$ cat config.mk
export PLATFORM = sky130hd
export DESIGN_NAME = column_scanner
export DESIGN_NICKNAME = d
export VERILOG_FILES = /design/src/rtl/column_scanner.sv
export SDC_FILE = /design/constraint.sdc
export NUM_CORES = 1
export LEC_CHECK = 0
export ABC_AREA = 1
export CAP_MARGIN = 40
export CORE_ASPECT_RATIO = 0.5
export CORE_MARGIN = 2
export CORE_UTILIZATION = 50
export CTS_CLUSTER_SIZE = 30
export DETAILED_ROUTE_END_ITERATION = 16
export GPL_TIMING_DRIVEN = 0
export PLACE_DENSITY = 0.81
export SLEW_MARGIN = 20
export SYNTH_ARGS = -nofsm -noshare
export SYNTH_HDL_FRONTEND = slang
export SYNTH_SLANG_ARGS = --single-unit
$ cat constraint.sdc
create_clock -name clk -period 3.7 [get_ports clk]
set_input_delay 1.11 -clock clk [delete_from_list [all_inputs] [get_ports clk]]
set_output_delay 1.11 -clock clk [all_outputs]
set_load 0.02 [all_outputs]
$ cat src/rtl/column_scanner.sv
// One-hot column driver with break-before-make blanking, scan direction,
// resync to column 0 and wrap reporting. All outputs are registered.
module column_scanner #(
  parameter int N_COLUMNS   = 8,
  parameter int DEAD_TIME   = 4,
  parameter bit ACTIVE_HIGH = 1'b1,
  parameter int IDX_W       = $clog2(N_COLUMNS)
) (
  input  logic                 clk,
  input  logic                 nrst,
  input  logic                 enable,
  input  logic                 column_ready,
  input  logic                 reverse,
  input  logic                 position_sync,
  output logic [N_COLUMNS-1:0] mux_out,
  output logic [IDX_W-1:0]     column_idx,
  output logic                 dead,
  output logic                 wrap
);

  localparam int CNT_W = (DEAD_TIME < 2) ? 1 : $clog2(DEAD_TIME + 1);
  localparam logic [IDX_W-1:0]     LAST     = IDX_W'(N_COLUMNS - 1);
  localparam logic [N_COLUMNS-1:0] INACTIVE = {N_COLUMNS{~ACTIVE_HIGH}};

  typedef enum logic [1:0] {S_IDLE, S_DEAD, S_ON} state_t;

  state_t               r_state, w_state_nxt;
  logic [CNT_W-1:0]     r_cnt, w_cnt_nxt;
  logic [IDX_W-1:0]     r_nidx, w_nidx_nxt;
  logic                 r_nwrap, w_nwrap_nxt;
  logic [IDX_W-1:0]     r_idx, w_idx_nxt;
  logic [N_COLUMNS-1:0] r_mux, w_mux_nxt;
  logic                 r_dead, w_dead_nxt;
  logic                 r_wrap, w_wrap_nxt;

  logic [IDX_W-1:0]     w_tgt, w_dead_idx;
  logic                 w_tgt_wrap, w_dead_wrap, w_adv;

  function automatic logic [N_COLUMNS-1:0] drive(input logic [IDX_W-1:0] idx);
    logic [N_COLUMNS-1:0] v;
    v = N_COLUMNS'(1) << idx;
    return ACTIVE_HIGH ? v : ~v;
  endfunction

  assign w_adv = column_ready | position_sync;

  // Successor column; sync overrides direction and never counts as a wrap.
  always_comb begin
    w_tgt      = '0;
    w_tgt_wrap = 1'b0;
    if (position_sync) begin
      w_tgt      = '0;
      w_tgt_wrap = 1'b0;
    end else if (reverse) begin
      w_tgt      = (r_idx == '0) ? LAST : r_idx - 1'b1;
      w_tgt_wrap = (r_idx == '0);
    end else begin
      w_tgt      = (r_idx == LAST) ? '0 : r_idx + 1'b1;
      w_tgt_wrap = (r_idx == LAST);
    end
  end

  // A sync seen while blanking retargets column 0 without restarting the count.
  assign w_dead_idx  = position_sync ? '0 : r_nidx;
  assign w_dead_wrap = position_sync ? 1'b0 : r_nwrap;

  always_comb begin
    w_state_nxt = r_state;
    w_cnt_nxt   = r_cnt;
    w_nidx_nxt  = r_nidx;
    w_nwrap_nxt = r_nwrap;
    w_idx_nxt   = r_idx;
    w_mux_nxt   = INACTIVE;
    w_dead_nxt  = 1'b0;
    w_wrap_nxt  = 1'b0;
    if (!enable) begin
      w_state_nxt = S_IDLE;
    end else begin
      case (r_state)
        S_IDLE: begin
          w_nidx_nxt  = '0;
          w_nwrap_nxt = 1'b0;
          if (DEAD_TIME == 0) begin
            w_state_nxt = S_ON;
            w_idx_nxt   = '0;
            w_mux_nxt   = drive('0);
          end else begin
            w_state_nxt = S_DEAD;
            w_cnt_nxt   = CNT_W'(DEAD_TIME);
            w_dead_nxt  = 1'b1;
          end
        end
        S_DEAD: begin
          w_nidx_nxt  = w_dead_idx;
          w_nwrap_nxt = w_dead_wrap;
          w_cnt_nxt   = r_cnt - 1'b1;
          if (r_cnt == CNT_W'(1)) begin
            w_state_nxt = S_ON;
            w_idx_nxt   = w_dead_idx;
            w_mux_nxt   = drive(w_dead_idx);
            w_wrap_nxt  = w_dead_wrap;
          end else begin
            w_dead_nxt  = 1'b1;
          end
        end
        S_ON: begin
          if (!w_adv) begin
            w_mux_nxt = drive(r_idx);
          end else if (DEAD_TIME == 0) begin
            w_idx_nxt  = w_tgt;
            w_mux_nxt  = drive(w_tgt);
            w_wrap_nxt = w_tgt_wrap;
          end else begin
            w_state_nxt = S_DEAD;
            w_cnt_nxt   = CNT_W'(DEAD_TIME);
            w_nidx_nxt  = w_tgt;
            w_nwrap_nxt = w_tgt_wrap;
            w_dead_nxt  = 1'b1;
          end
        end
        default: w_state_nxt = S_IDLE;
      endcase
    end
  end

  always_ff @(posedge clk or negedge nrst) begin
    if (!nrst) begin
      r_state <= S_IDLE;
      r_cnt   <= '0;
      r_nidx  <= '0;
      r_nwrap <= 1'b0;
      r_idx   <= '0;
      r_mux   <= INACTIVE;
      r_dead  <= 1'b0;
      r_wrap  <= 1'b0;
    end else begin
      r_state <= w_state_nxt;
      r_cnt   <= w_cnt_nxt;
      r_nidx  <= w_nidx_nxt;
      r_nwrap <= w_nwrap_nxt;
      r_idx   <= w_idx_nxt;
      r_mux   <= w_mux_nxt;
      r_dead  <= w_dead_nxt;
      r_wrap  <= w_wrap_nxt;
    end
  end

  assign mux_out    = r_mux;
  assign column_idx = r_idx;
  assign dead       = r_dead;
  assign wrap       = r_wrap;

endmodule
== Word-level counts from Yosys, hierarchy flattened ==
Cells that the tools add are included.

* Memories kept: 0
* Bits in latches: 0
* Output and inout port bits: 13
* ROM bits: 0
* RAM bits: 0
* Bits of input ports: 6
* Register bits after elaboration: 22
* Logic and storage cells: 56

* Eq/ne operators: 7
* Reductions and logical operators: 6
* Multiplexer cells: 29
* Shift-type cells: 2
* $add $sub $neg: 3
* $mul: 0
* Divide/modulo/power cells: 0
* Order comparisons: 0
* Bitwise logic cells: 1

{| class="wikitable"
|+ Operators by type and width
! kind !! number
|-
| $mux W8 || 3
|-
| $mux W3 || 7
|-
| $pmux W3 S3 || 2
|-
| $pmux W8 S2 || 1
|-
| $shl A1 B3 Y8 const A || 2
|-
| $mux W1 || 10
|-
| $mux W2 || 3
|-
| $ne A3 B3 Y1 const B || 2
|-
| $pmux W1 S3 || 2
|-
| $pmux W2 S3 || 1
|-
| $reduce_and A3 Y1 || 2
|-
| $sub A3 B1 Y3 const B || 2
|-
| $add A3 B1 Y3 const B || 1
|-
| $eq A3 B1 Y1 const B || 1
|-
| $eq A3 B3 Y1 const B || 1
|-
| $logic_not A3 Y1 || 1
|-
| $reduce_bool A3 Y1 || 1
|-
| $eq A2 B1 Y1 const B || 1
|-
| $eq A2 B2 Y1 const B || 1
|-
| $logic_not A2 Y1 || 1
|-
| $ne A2 B2 Y1 const B || 1
|-
| $reduce_and A2 Y1 || 1
|-
| $or A1 B1 Y1 || 1
|}

== Longest topological paths before layout ==
* Word-level depth: 6
* Depth in mapped cells: 10
* Depth with buffers taken out: 10

== Worst setup path before layout ==
Ideal clock, no wire load.

* Path kind: input to register
* Start point: in position_sync
* End point: reg r_cnt[2]
* Slack: 2.014 ns
* Data required time: 3.626 ns
* Stages on the path: 6
* Setup time: 0.074 ns
* Arrival time: 1.613 ns
* Buffers on the path: 1
* Cell sequence: nor2_4 > nand2_2 > nand3_2 > buf_6 > nand2_1 > o21ai_2

* Longest elaborated chain between the ends: 3

{| class="wikitable"
|+ Ends and longest elaborated chain
! item !! RTL line !! text
|-
| start, declared || 14 || <nowiki>input logic position_sync,</nowiki>
|-
| $or A1 B1 Y1 || 45 || <nowiki>assign w_adv = column_ready | position_sync;</nowiki>
|-
| $ne A2 B2 Y1 (no line) || -- ||
|-
| $reduce_and A3 Y1 (no line) || -- ||
|-
| end signal, assigned || 138 || <nowiki>r_cnt <= w_cnt_nxt;</nowiki>
|-
| end, declared || 28 || <nowiki>logic [CNT_W-1:0] r_cnt, w_cnt_nxt;</nowiki>
|}

No other way between the ends.
A chain may end at the register's enable or synchronous reset.

== Worst setup path in the final report ==
* Start point: reg r_idx[2], in the netlist column_idx[2]
* End point: out column_idx[2]

{| class="wikitable"
|+ RTL lines
! item !! RTL line !! text
|-
| start, declared || 31 || <nowiki>logic [IDX_W-1:0] r_idx, w_idx_nxt;</nowiki>
|-
| start signal, assigned || 141 || <nowiki>r_idx <= w_idx_nxt;</nowiki>
|-
| end, declared || 16 || <nowiki>output logic [IDX_W-1:0] column_idx,</nowiki>
|}

No word-level cell between the ends.

==> key figures <==
Floorplan
  • Row cnt: 13
  • Die height: 40.7 µm
  • Total die area: 3140 µm²
  • I/O Pins: 19
  • Core area: 2570 µm²
  • DIE WIDTH: 77.3 µm
  • Initial Util: 52.3%

Timing
  • Max-Slew Margin vs Limit: 80.5%
  • Hold slack: 0.490 ns
  • Final Hold Vio Count: 0
  • Slew @ Worst Pin: 0.291 ns
  • Final clock skew: 0.0117 ns
  • Final setup TNS: 0 ns
  • Unrepaired setup endpoints after global routing: false
  • Final WS setup: 1.17 ns
  • Slew Viols, Final: 0
  • Fmax: 395 MHz
  • Period utilization: 68.4%
  • Tmin final: 2.53 ns
  • Setup violators final: 0

Synthesis
  • Cell variety after synth: 23
  • Multiplexer area fraction after synthesis: 0%
  • Simple logic cell fraction of the synthesized area: 27.3%
  • Combinational family with the most area after synthesis: simple AND/OR/NAND/NOR gates
  • Seq/Total Area, Yosys: 41.0%
  • Gate Count Post-Synth: 160
  • Synthesized area per cell: 8.40 µm²
  • Seq cells post-synth: 22
  • Yosys warning total: 0
  • Netlist Area Pre-Place: 1340 µm²
  • Post-synth EDFFs: 0
  • FFs w/ async S/R, synth: 100%
  • Compound-cell area share of the yosys netlist: 10.9%
  • Post-Synth Adder-Cell Area: 13.0%
  • Xor and xnor fraction of the mapped netlist area: 0.652%
  • Syn Nets: 180
  • Ys flop type: dfrtp_1

Cells and area
  • Final Non-Filler Cells: 220
  • Commonest non-fill, non-tap cell in the layout: nand2_1
  • Final net count: 204
  • FF+latch area: 551 µm²
  • Post-layout util: 64.3%
  • Post-Layout Inst Area: 1650 µm²
  • Ant. Diodes: 0
  • Filler Cells Inserted: 222
  • Layout Area Growth over Synthesis: 23.0%
  • Share of cells above drive strength 1: 15.8%
  • Multi-input gate area: 697 µm²
  • Commonest non-fill, non-tap cells in the layout: 39 x nand2_1, 22 x dfrtp_1, 18 x clkdlybuf4s50_1, 17 x inv_1, 17 x nand3_1

Route
  • Drt pass-1 iters: 4
  • Vias after detailed routing: 1,144
  • Avg WL per Cell: 12.7 µm
  • Final wirelength: 2790 µm
  • DRC errors left: 0
  • Initial DRC count: 56
  • DR vias/cell: 5.20
  • Post-DRT Antenna Nets: 0

Placed design
  • HPWL Detailed: 2070 µm
  • I/O Buffers: 18
  • Placed cells: 216
  • Worst slack, placed: 1.31 ns
  • Routability cong.: 0.861
  • Placed cell area: 1580 µm²

Critical path
  • CP cell instances: clkdlybuf4s50_1
  • Critical path depth: 1
  • WP buf/inv: 1
  • Critical path type: flop to output port
  • Crit-path max FO: 7
  • Reg2reg path depth: 8
  • CP startpoint: column_idx[2]
  • Critical register-to-register path startpoint: r_state[1]
  • Req. time, crit path: 2.59 ns
  • Top cell family by delay on the critical path: buffers and inverters
  • Worst setup EP type: output port
  • Crit path DAT: 1.42 ns
  • CP max stage delay: 0.66 ns
  • CP max stage cell: clkdlybuf4s50_1
  • Element type at the critical path start: flop

Power
  • Net switching power: 466 µW
  • Int Pwr: 634 µW
  • VDD IR-drop max: 0.398 mV
  • Power share of the sequential group: 31.4%
  • Clock group share of total power: 20.5%
  • Lkg Pwr: 0.762 nW
  • Switching share of power: 42.4%
  • Tot Pwr: 1.10 mW
  • Power share of the combinational group: 48.1%
  • Cell Pwr Density: 666 nW/µm²

Clock tree
  • TritonCTS clock tree: built
  • CTS max path bufs: 2
  • CTS Buf Count: 3
  • Resized cells post-CTS: 0
  • Root Driver: clkbuf_8
  • Postcts setup bufs: 0
  • Post-CTS Hold Buffers: 0
  • Clk Latency, worst-skew pair: 0.27 ns
  • H-Tree Level Count: 1
  • # clock sinks: 22
  • CTS clk-pin slew, worst paths: 0.09 ns

Global route
  • First-pass GRT wire length: 4320 µm
  • Total GRT Usage: 18.4%
  • Initial antenna violation count: 0
  • Largest net degree at the start of global routing: 18
  • Overflow after GRT: 0
  • Number of global-route vias before repair: 1,018

Worst hold path
  • HP Class: flop to flop
  • Hold path cells: 2
  • Hold Path Origin: r_cnt[1]

Run status
  • Status: completed

Run
  • Max_cap viols: 0
==> synthesized netlist by cell type (3+ instances only) <==
| cell type | count | area [µm²] |
|---|---|---|
| dfrtp_1 | 22 | 551 |
| nand2_1 | 39 | 146 |
| inv_2 | 4 | 15.0 |
| inv_1 | 17 | 63.8 |
| nor2_2 | 4 | 25.0 |
| o22ai_1 | 3 | 18.8 |
| a21oi_1 | 10 | 50.1 |
| nor2_1 | 4 | 15.0 |
| nand2_2 | 4 | 25.0 |
| o21ai_2 | 3 | 26.3 |
| nand3_2 | 3 | 30.0 |
| nand3_1 | 17 | 85.1 |
| ha_1 | 14 | 175 |
| o21ai_0 | 7 | 35.0 |
==> state kept, by name (all words and copies together), names as in the netlist <==
register / cells
r_cnt: 3
wrap: 1
r_nwrap: 1
dead: 1
r_state: 2
r_nidx: 3
column_idx: 3
mux_out: 8
==> final timing paths <==
path                            endpoint  slack [ns]
max                        column_idx[2]        1.17
min reg2reg                     r_cnt[1]        0.49
max reg2reg                     r_cnt[2]        2.12
max in group asynchronous        r_nwrap        2.18
min in group asynchronous       r_cnt[1]        1.09
min                             r_cnt[1]        0.49
==> cells by family after synthesis <==
kind of cell | Yosys count
AOI/OAI and AO/OA | 24
xor gates and xnor gates | 1
adders and majority gates | 14
buffers and inverters | 23
DFF | 22
and+or+nand+nor | 76
==> final cells by class <==
class | count | area share, %
Buffer | 1 | 0.681
Clock buffer | 3 | 2.50
Clock inverter | 1 | 1.82
Inverter | 22 | 5.15
Multi-Input combinational cell | 115 | 42.2
Sequential cell | 22 | 33.3
Tap cell | 37 | 2.80
Timing Repair Buffer | 19 | 11.6
==> per-layer routing <==
metal  wire [µm]  GRT usage (%)  part of all wire, %
met4          29           4.91                  1.0
met1        1250           22.0                   45
met5           0              0                    0
met2        1320           34.8                   47
met3         190           4.85                  6.8
==> power by group through the flow <==
stage | registers, mW | clock network, mW | logic [mW]
3_3_place_gp | 0.347 | 0 | 0.501
6_report | 0.345 | 0.226 | 0.529
2_1_floorplan | 0.366 | 0 | 0.350
5_1_grt | 0.353 | 0.238 | 0.584
4_1_cts | 0.345 | 0.229 | 0.526
3_5_place_dp | 0.349 | 0 | 0.516
==> worst min-delay path, cell delays in order (launching register included) <==
cell and delay [ns]:
dfrtp_1 0.35, nand2_1 0.06, o21ai_2 0.05
Power figures use the tool's default switching activity.
